<file path="src/rtl/bnn_pkg.sv">
// rtl/bnn_pkg.sv - shared FSM state encoding and count-width helper for the BNN XNOR accumulator
package bnn_pkg;

    typedef enum logic {
        ACC = 1'b0,
        OUT = 1'b1
    } state_t;

    function automatic int clog2(input int value);
        int r;
        r = 0;
        while ((1 << r) < value) begin
            r = r + 1;
        end
        return r;
    endfunction

endpackage

</file>
<file path="src/rtl/xnor_popcount.sv">
// rtl/xnor_popcount.sv - combinational count of matching bit positions between one activation and weight beat
module xnor_popcount
    import bnn_pkg::*;
#(
    parameter int WIDTH = 4,
    parameter int CW    = clog2(WIDTH + 1)
) (
    input  logic [WIDTH-1:0] x,
    input  logic [WIDTH-1:0] w,
    output logic [CW-1:0]    cnt
);

    logic [WIDTH-1:0] match;

    assign match = ~(x ^ w);

    always_comb begin
        cnt = '0;
        for (int i = 0; i < WIDTH; i++) begin
            cnt = cnt + CW'(match[i]);
        end
    end

endmodule

</file>
<file path="src/rtl/bnn_xnor_acc.sv">
// rtl/bnn_xnor_acc.sv - streaming XNOR-popcount neuron with threshold output
// Optional out_cnt port (final accumulator value) enabled by BNN_XNOR_ACC_COUNT_EN.
module bnn_xnor_acc
    import bnn_pkg::*;
#(
    parameter int   WIDTH = 4,
    parameter int   BEATS = 4,
    localparam int  CW    = clog2(WIDTH * BEATS + 1)
) (
    input  logic             clk,
    input  logic             rst_n,
    input  logic             in_valid,
    output logic             in_ready,
    input  logic [WIDTH-1:0] in_x,
    input  logic [WIDTH-1:0] in_w,
    input  logic             in_last,
    input  logic [CW-1:0]    thr,
    output logic             out_valid,
    input  logic             out_ready,
    output logic             out_o,
`ifdef BNN_XNOR_ACC_COUNT_EN
    output logic [CW-1:0]    out_cnt,
`endif
    output logic             out_err
);

    state_t        state;
    state_t        state_next;
    logic [CW-1:0] acc;
    logic [CW-1:0] beat_cnt;
    logic [CW-1:0] thr_q;
    logic [CW-1:0] beat_pop;
    logic          err_q;
    logic          accept;
    logic          at_max;
    logic          final_beat;

    xnor_popcount #(
        .WIDTH (WIDTH),
        .CW    (CW)
    ) u_pop (
        .x   (in_x),
        .w   (in_w),
        .cnt (beat_pop)
    );

    assign at_max = (beat_cnt == CW'(BEATS - 1));

    always_ff @(posedge clk or negedge rst_n) begin
        if (!rst_n) begin
            state <= ACC;
        end else begin
            state <= state_next;
        end
    end

    always_comb begin
        state_next = state;
        in_ready   = 1'b0;
        out_valid  = 1'b0;
        accept     = 1'b0;
        final_beat = 1'b0;
        case (state)
            ACC: begin
                in_ready   = 1'b1;
                accept     = in_valid;
                final_beat = in_valid && (in_last || at_max);
                if (final_beat) begin
                    state_next = OUT;
                end
            end
            OUT: begin
                out_valid = 1'b1;
                if (out_ready) begin
                    state_next = ACC;
                end
            end
            default: state_next = ACC;
        endcase
    end

    // Error is a length mismatch: last flag and the beat limit disagree on the final beat.
    always_ff @(posedge clk or negedge rst_n) begin
        if (!rst_n) begin
            acc      <= '0;
            beat_cnt <= '0;
            thr_q    <= '0;
            err_q    <= 1'b0;
        end else if (accept) begin
            acc      <= acc + beat_pop;
            beat_cnt <= beat_cnt + 1'b1;
            if (final_beat) begin
                thr_q <= thr;
                err_q <= in_last ^ at_max;
            end
        end else if (out_valid && out_ready) begin
            acc      <= '0;
            beat_cnt <= '0;
        end
    end

    assign out_o   = out_valid && (acc >= thr_q);
    assign out_err = out_valid && err_q;

`ifdef BNN_XNOR_ACC_COUNT_EN
    assign out_cnt = out_valid ? acc : '0;
`endif

endmodule

</file>
<file path="config.mk">
export PLATFORM = sky130hd
export DESIGN_NAME = bnn_xnor_acc
export DESIGN_NICKNAME = d
export VERILOG_FILES = /design/src/rtl/bnn_pkg.sv /design/src/rtl/xnor_popcount.sv /design/src/rtl/bnn_xnor_acc.sv
export SDC_FILE = /design/constraint.sdc
export NUM_CORES = 1
export LEC_CHECK = 0
export ABC_AREA = 1
export CAP_MARGIN = 30
export CORE_MARGIN = 2
export CORE_UTILIZATION = 51
export DETAILED_ROUTE_END_ITERATION = 8
export PLACE_DENSITY = 0.74
export SLEW_MARGIN = 40
export SYNTH_ARGS = -nofsm -noshare
export SYNTH_HDL_FRONTEND = slang
export SYNTH_HIERARCHICAL = 1
export SYNTH_SLANG_ARGS = --single-unit
</file>
<file path="constraint.sdc">
create_clock -name clk -period 1.96 [get_ports clk]
set_clock_uncertainty 0.15 [all_clocks]
set_input_delay 0.392 -clock clk [delete_from_list [all_inputs] [get_ports clk]]
set_output_delay 0.392 -clock clk [all_outputs]
set_load 0.01 [all_outputs]
</file>
==> results.toml, run 1 <==
[timing]
rsz0062_at_grt = "true"
post-route-period-util_pct = 110
hold_violations = 0
setup_viol = 5
hold_ws_ns = 0.252
fmax_ghz = 0.462
timing.final.ws_setup_ns = -0.206
min_period_ns = 2.17
maxSlewViolCount = 0

[floorplan]
die_x_um = 52.2
die_area_mm2 = 0.00272
die_h_um = 52.2
start_util_pct = 53.6
core_area_mm2 = 0.00221
ios = 22
rows = 17

[pwr]
peakVddDrop_mv = 0.839
power_per_cell_area_mw_per_mm2 = 1160
leakage_uw = 0.000872

[synth]
yosysWarnings = 6
synth.distinct_cells = 22
syn_avg_cell_area_um2 = 7.69
syn_area_mm2 = 0.00118
syn_inst = 154
synth_seq_cells = 17
seq_area_frac_synth_pct = 35.9

[setup_path]
cp_slowest_cell = "fa_2"
crit_path_start_kind = "primary input"
critPathTopFamily = "adder cells"
crit_path_max_incr_delay_ns = 0.44
path_cells = "buf_8, clkinv_4, nand2_4, nand2_4, ha_4, fa_2, ha_4, fa_2, nand2_2, nand2_2, nand2_1, nand2_1, nand3_1, nand2_1"
worstSetupPathType = "in2reg"
cp.required_ns = 2.01
cp-end-kind = "register"
cp_max_fo = 2
worstPathArrival_ns = 2.22
cp_num_buf_inv = 2
crit_top_cell = "nand2_1"

[clock_network]
clock_latency_ns = 0.30
cts_made_buffers = 3
hold_buffers = 0
cts_htree_levels = 1
cts-root-buf = "clkbuf_4"
cts_tree = "built"
clock-sinks = 17
cts.clk_slew.worst_paths_ns = 0.11
cts_buffer_depth = 2

[drt]
wirelength_met1_mm = 1.16
via_per_inst = 4.84
ant_nets = 0
via_count = 1059
routed.top_layer = "met4"
drc = 0
drt_iter0_drc = 10
wl_met2_mm = 1.38
wire_per_inst_um = 12.1
wirelength_mm = 2.65
dr.pass1.iters = 4
wl_met3_um = 50

[cells_and_area]
finalNetCount = 225
finish.utilization_pct = 75.7
num_antenna_cells = 0
layout-drive-gt1-share_pct = 31.9
syn2layout_area_growth_pct = 41.3

[global_route]
grt_first_pass_wirelength_mm = 4.28
antenna_found_initial = 0
grtUsageTotal_pct = 22.0
grt_max_degree = 18
grt_overflow = 0
first_global_vias = 1032

[hold_path]
hold_class = "in2async"

[placed_design]
gp_congestion = 0.819
dpl.hpwl_mm = 1.92
portBuffers = 21

[status]
status = "finished with violations"
violations = "setup timing"

[job]
max_cap_viol_count = 0
==> worst reg2reg max path: cells and delay by family, from the launching register on <==
family                   cells  cell delay (ns)
AO/OA/AOI/OAI                1             0.04
adder cells (fa/ha/maj)      2             0.39
flip-flops                   1             0.40
AND/OR/NAND/NOR              3             0.57
==> synth_stat cells (all sizes together) <==
library cell / count / area [µm²]
nand2: 44 / 168
buf: 3 / 26.3
fa: 2 / 40.0
a22o: 2 / 17.5
nand3: 9 / 45.0
o21ai: 8 / 47.6
conb: 1 / 3.75
ha: 13 / 163
inv: 30 / 113
nand3b: 1 / 7.51
o22ai: 1 / 6.26
dfrtp: 17 / 425
nor2: 14 / 57.6
a21oi: 7 / 50.0
or2: 2 / 15.0
==> through the flow <==
stage | cells | power [µW] | instance area [µm²] | TNS [ns] | worst slack [ns]
floorplan | 155 | 1230 | 1240 | -1.16 | -0.377
global placement | 213 | 1560 | 1550 | -4.50 | -1.00
detailed placement | 213 | 1620 | 1550 | -4.70 | -1.04
CTS | 218 | 1890 | 1630 | -0.670 | -0.211
global route | 219 | 2140 | 1670 | -1.01 | -0.297
finish | 219 | 1940 | 1670 | -0.592 | -0.206
==> final timing paths <==
check | endpoint | startpoint | depth (start not counted) | slack [ns]
setup / recovery | acc[4] | in_x[1] | 14 | -0.21
hold / removal | acc[3] | rst_n | 2 | 0.25
setup reg to reg | thr_q[2] | beat_cnt[0] | 6 | 0.30
hold reg to reg | err_q | err_q | 2 | 0.35
max in group asynchronous | state | rst_n | 2 | 1.20
min in group clk | err_q | err_q | 2 | 0.35
==> state kept, by name, indices dropped and copies added (netlist names) <==
signal and count:
state 1, acc 5, thr_q 5, beat_cnt 5, err_q 1
==> layer usage <==
metal	vias up	global-route usage [%]
met5	-	0
met4	0	12.4
met3	6	3.43
met2	12	37.6
met1	491	26.4
li1	550	-
==> where the power goes <==
part / internal, µW / total (µW) / switching (µW)
clock: 76.2 / 202 / 126
sequential: 500 / 601 / 101
combinational: 580 / 1140 / 561
total: 1160 / 1940 / 788
==> layout by cell type (no fill, tap or decap), types with 2 or more instances in the layout <==
| cell type | synthesis | final |
|---|---|---|
| ha_1 | 13 | 8 |
| a21oi_2 | 4 | 5 |
| inv_1 | 29 | 23 |
| clkbuf_4 | 0 | 3 |
| nand3_1 | 9 | 9 |
| o21ai_2 | 2 | 3 |
| conb_1 | 1 | 2 |
| a22o_1 | 2 | 2 |
| buf_4 | 2 | 14 |
| a21oi_1 | 3 | 2 |
| dfrtp_1 | 17 | 16 |
| inv_2 | 1 | 5 |
| nand2_1 | 43 | 33 |
| nor2_2 | 2 | 2 |
| clkdlybuf4s50_1 | 0 | 11 |
| fa_2 | 0 | 2 |
| nand2_4 | 0 | 3 |
| o21ai_0 | 6 | 4 |
| nor2_1 | 12 | 12 |
| buf_8 | 0 | 2 |
| dlygate4sd2_1 | 0 | 4 |
| nand2_2 | 1 | 8 |
| ha_4 | 0 | 5 |
| buf_6 | 1 | 2 |
==> cell type report <==
| class | instances | area [µm²] |
|---|---|---|
| clock inverter | 1 | 5.00 |
| timing repair buffer | 35 | 320 |
| fill | 176 | 538 |
| tap | 28 | 35.0 |
| sequential | 17 | 427 |
| multi-input combinational | 105 | 739 |
| clock buffer | 3 | 22.5 |
| inverter | 30 | 125 |
==> logic make-up after synthesis <==
logic type / Yosys count / share of synthesized area (%)
buffers and inverters: 33 / 11.7
and+or+nand+nor: 70 / 24.7
adders and majority gates: 15 / 17.1
DFF: 17 / 35.9
other: 1 / 0.316
AOI/OAI and AO/OA: 18 / 10.2
==> timing repair <==
| item | in CTS | in global routing |
|---|---|---|
| pin swaps | 16 | 12 |
| resized for setup | 45 | 11 |
| buffers inserted | 1 | 1 |
| setup endpoints to repair | 6 | 7 |
| endpoints found under the hold margin | 0 | 0 |
No activity file was read; power rests on OpenSTA's default activity.
==> inputs of run 2 (changes only) <==
Settings changed: CORE_UTILIZATION 51 to 52, CTS_BUF_LIST from default to sky130_fd_sc_hd__clkbuf_4, PLACE_DENSITY 0.74 to 0.76.
==> run 2 against run 1 <==
- the flow still finishes with violations (setup timing)
- global-route usage rose by 2.5 points
- worst hold slack improved by 0.0088 ns
- design area rose by 2.2%
- non-clock buffer count grew 1
- die area decreased by 1.8%
- clock power rose by 7%
- maximum frequency down 4.1%
- sequential share of layout area decreased by 0.63 points
- wire length grew 8.5%
- count of clock-buffer cells in the layout rose by 1
- flip-flop and latch count stayed put
==> results.toml, run 2 (synthesized netlist as in run 1, its figures left out) <==
[status]
status = "finished with violations"
violations = "setup timing"

[setup_path]
cp_max_fo = 2
reg2reg_to = "thr_q[2]"
worstSetupPathType = "in2reg"
rrSetupSlack_ns = 0.29
crit_top_cell = "ha_4"
cp-end-kind = "register"
r2r_start = "beat_cnt[0]"
path_cells = "buf_8, nand2_4, nand2_4, ha_4, fa_2, ha_4, buf_4, ha_4, nand3_4, nand3_2, nand2_1, nand3_1, nand2_1"
cp_slowest_cell = "fa_2"
rr_worst_depth = 6
worstPathArrival_ns = 2.30
crit_path_max_incr_delay_ns = 0.40
crit_path_start_kind = "primary input"
cp.required_ns = 2.00

[drt]
ant_nets = 0
wire_per_inst_um = 13.1
via_per_inst = 5.03
drc = 0
wirelength_mm = 2.88
drt_iter0_drc = 22
via_count = 1106
dr.pass1.iters = 4

[cells_and_area]
multi_input_area_um2 = 768
final_cell_mix = "nand2_1, inv_1, dfrtp_1"
seqCellArea_um2 = 425
layout-drive-gt1-share_pct = 32.8
final_common_cell = "nand2_1"
reg_top3 = "acc (5), beat_cnt (5), thr_q (5)"
num_antenna_cells = 0
syn2layout_area_growth_pct = 44.5
finalNetCount = 226
fill_cells = 143

[clock_network]
cts-root-buf = "clkbuf_4"
cts_tree = "built"
clock-sinks = 17
cts_buffer_depth = 2
cts.clk_slew.worst_paths_ns = 0.11
clock_latency_ns = 0.30
cts_htree_levels = 1
hold_buffers = 0
cts_made_buffers = 3

[floorplan]
start_util_pct = 54.1
ios = 22
die_h_um = 51.7
die_area_mm2 = 0.00268
die_x_um = 51.7
core_area_mm2 = 0.00219
rows = 17

[global_route]
grtUsageTotal_pct = 24.5
first_global_vias = 1123
antenna_found_initial = 0
grt_first_pass_wirelength_mm = 4.74
grt_max_degree = 18
grt_overflow = 0

[job]
max_cap_viol_count = 0

[timing]
timing.final.ws_setup_ns = -0.297
maxSlewViolCount = 0
post-route-period-util_pct = 115
hold_ws_ns = 0.261
setup_viol = 5
rsz0062_at_grt = "true"
min_period_ns = 2.26
fmax_ghz = 0.443
hold_violations = 0

[placed_design]
dp_slack_ns = -1.05
gp_congestion = 0.827
portBuffers = 21
dpl.hpwl_mm = 2.02

[hold_path]
hold_class = "in2async"

[pwr]
power_per_cell_area_mw_per_mm2 = 1190
peakVddDrop_mv = 0.807
leakage_uw = 0.000904
## run 2: per-layer routing
| metal | vias to the layer above | GRT usage (%) | routed length, µm |
|---|---|---|---|
| met2 | 25 | 45.1 | 1580 |
| li1 | 548 | - | - |
| met3 | 11 | 2.87 | 67 |
| met4 | 0 | 14.9 | 104 |
| met5 | - | 0 | 0 |
| met1 | 522 | 26.6 | 1130 |
## run 2: worst max-delay path by stage
stage / start / endpoint / slack [ns] / cells after the start
after floorplan: in_w[0] / acc[1] / -0.38 / 8
after global placement: in_w[0] / acc[1] / -1.00 / 9
after detailed placement: in_w[0] / acc[4] / -1.05 / 14
after CTS: in_w[0] / acc[4] / -0.23 / 13
after global routing: in_x[0] / acc[4] / -0.31 / 14
final: in_x[0] / acc[3] / -0.30 / 13
## run 2: timing repair
action	4_1_cts	5_1_grt
gates resized for setup	48	8
endpoints found under the hold margin	0	0
buffers inserted	2	1
setup endpoints to repair	7	7
pin swaps	21	17
## run 2: area by class of cell
class	instances	share of cell area [%]
inverters	30	7.16
clock buffers	4	1.75
flip-flops and latches	17	24.9
repair buffers	36	19.3
multi-input cells	105	44.9
well taps	28	2.05
## run 2: report_power, final
| part | internal [µW] | total (µW) | switching [µW] |
|---|---|---|---|
| combinational | 604 | 1210 | 611 |
| clock | 93.2 | 217 | 124 |
| sequential | 499 | 600 | 101 |
| total | 1200 | 2030 | 836 |
## run 2: stage by stage
stage	power, µW	setup TNS, ns	util, %	cell area [µm²]	std cells
2_1_floorplan	1230	-1.16	-	1240	155
3_3_place_gp	1550	-4.51	70.8	1550	213
3_5_place_dp	1630	-4.82	70.8	1550	213
4_1_cts	1990	-0.699	76.5	1680	219
5_1_grt	2210	-1.18	78.1	1710	220
6_report	2030	-0.909	78.1	1710	220
## run 2: worst max-delay path: cells and delay by family
| kind | cells | cell delay [ns] |
|---|---|---|
| buffers and inverters | 2 | 0.24 |
| and+or+nand+nor | 7 | 0.48 |
| adders and majority gates | 4 | 1.16 |
==> inputs of run 3 (changes only) <==
Settings changed: CORE_MARGIN 2 to default.
==> run 3 against run 2 <==
- the flow still finishes with violations (setup timing)
- largest power group unchanged
- count of clock-buffer cells in the layout unchanged
- flip-flop and latch count is the same
- worst hold slack improved by 0.0045 ns
- global-route usage fell by 0.47 points
- cell count grew 0.91%
- critical endpoint is now acc[1]
- sequential share of layout area decreased by 0.27 points
- critical path depth is 4 lower
- first-iteration DRC count down 32%
- wire length shrank 0.94%
- core utilization rose by 6.9 points
- sequential power grew 2%
==> results.toml, run 3 (synthesized netlist as in run 1, its figures left out) <==
[status]
status = "finished with violations"
violations = "setup timing"

[clock_network]
clock_latency_ns = 0.29
cts_made_buffers = 3
hold_buffers = 0
cts_buffer_depth = 2
cts-root-buf = "clkbuf_4"
cts_htree_levels = 1
cts_tree = "built"
clock-sinks = 17
cts.clk_slew.worst_paths_ns = 0.10

[pwr]
leakage_uw = 0.000890
cell_internal_pwr_uw = 1220
power_per_cell_area_mw_per_mm2 = 1190
p_switching_uw = 836
p_sw_share_pct = 40.6
p_total_uw = 2060
peakVddDrop_mv = 0.854
clkPwrFrac_pct = 9.8
p_comb_share_pct = 60.5
pwr-share-seq_pct = 29.6

[placed_design]
portBuffers = 21
gp_congestion = 0.795
dpl.hpwl_mm = 1.90

[floorplan]
start_util_pct = 58.0
core_area_mm2 = 0.00204
rows = 16
die_x_um = 49.7
die_h_um = 49.7
ios = 22
die_area_mm2 = 0.00247

[cells_and_area]
num_antenna_cells = 0
syn2layout_area_growth_pct = 46.5
final_common_cell = "nand2_1"
reg_top3 = "acc (5), beat_cnt (5), thr_q (5)"
finalNetCount = 229
layout-drive-gt1-share_pct = 34.9
final_cell_mix = "nand2_1, inv_1, buf_4"

[setup_path]
cp_num_buf_inv = 2
critPathLaunch = "in_w[0]"
critPathTopFamily = "adder cells"
cp.depth = 9
cp.required_ns = 2.00
cp_max_fo = 2
cp_slowest_cell = "fa_2"
crit_path_start_kind = "primary input"
r2r_start = "acc[2]"
crit_path_max_incr_delay_ns = 0.58
worstPathArrival_ns = 2.26
cp-end-kind = "register"
worstSetupPathType = "in2reg"
reg2reg_to = "acc[3]"
rr_worst_depth = 8
rrSetupSlack_ns = 0.24
path_cells = "buf_8, inv_8, nand2_4, nand2_4, ha_4, fa_2, ha_4, fa_2, a22o_1"
critical_path.endpoint = "acc[1]"

[timing]
fmax_ghz = 0.451
setup_viol = 5
maxSlewViolCount = 0
min_period_ns = 2.22
timing.final.ws_setup_ns = -0.255
hold_violations = 0
setup_tns_ns = -1.12
rsz0062_at_grt = "true"
post-route-period-util_pct = 113

[global_route]
grtUsageTotal_pct = 24.0
grt_first_pass_wirelength_mm = 4.43
grt_max_degree = 18
antenna_found_initial = 0
grt_overflow = 0
first_global_vias = 1148

[drt]
dr.pass1.iters = 4
drt_iter0_drc = 15
drc = 0
wirelength_mm = 2.85
via_count = 1096
via_per_inst = 4.94
wire_per_inst_um = 12.8
ant_nets = 0

[job]
max_cap_viol_count = 0

[hold_path]
hold_class = "in2async"
-- run 3: power by group through the flow --
stage / Combinational [µW] / Clock [µW] / Sequential, µW
after detailed placement: 1020 / 0 / 603
after global routing: 1400 / 223 / 626
after CTS: 1090 / 204 / 601
after global placement: 957 / 0 / 594
after floorplan: 621 / 0 / 606
final: 1250 / 203 / 610
-- run 3: worst min path at each step --
stage	cells past startpoint	end	from	slack (ns)
2_1_floorplan	0	acc[0]	rst_n	-0.05
3_3_place_gp	2	thr_q[0]	thr_q[0]	0.32
3_5_place_dp	2	thr_q[0]	thr_q[0]	0.33
4_1_cts	2	acc[4]	rst_n	0.27
5_1_grt	2	acc[4]	rst_n	0.28
6_report	2	acc[4]	rst_n	0.27
-- run 3: area by class of cell --
class | count | area, µm²
Tap cell | 27 | 33.8
Multi-Input combinational cell | 105 | 774
Clock buffer | 4 | 30.0
Timing Repair Buffer | 39 | 348
Fill cell | 127 | 307
Inverter | 30 | 123
Sequential cell | 17 | 427
-- run 3: routing by layer --
| metal | track usage [%] | routed length, µm | vias up |
|---|---|---|---|
| met4 | 9.52 | 89 | 0 |
| met2 | 48.9 | 1590 | 26 |
| li1 | - | - | 562 |
| met1 | 21.5 | 1070 | 496 |
| met3 | 6.48 | 94 | 12 |
| met5 | 0 | 0 | - |
-- run 3: worst register-to-register path, stage by stage, from the launching register on --
cell and delay (ns):
dfrtp_1 0.42, buf_4 0.14, buf_4 0.12, buf_4 0.14, ha_4 0.26, a21oi_1 0.13, nand3_1 0.09, nand3_1 0.11
nand2_1 0.06
-- run 3: per-stage QoR --
stage | cell area [µm²] | hold slack, ns | setup slack, ns | cells | util (%)
3_3_place_gp | 1550 | 0.319 | -1.00 | 212 | 75.9
6_report | 1740 | 0.265 | -0.255 | 222 | 85.0
3_5_place_dp | 1550 | 0.326 | -1.04 | 212 | 75.9
4_1_cts | 1640 | 0.272 | -0.231 | 218 | 80.5
2_1_floorplan | 1240 | -0.0536 | -0.377 | 155 | -
5_1_grt | 1740 | 0.279 | -0.315 | 222 | 85.0
-- run 3: repair_timing --
action | in CTS | in global routing
endpoints found under the hold margin | 0 | 0
pin swaps | 20 | 15
endpoints found under the setup margin | 6 | 7
setup buffers | 2 | 4
resized for setup | 45 | 13
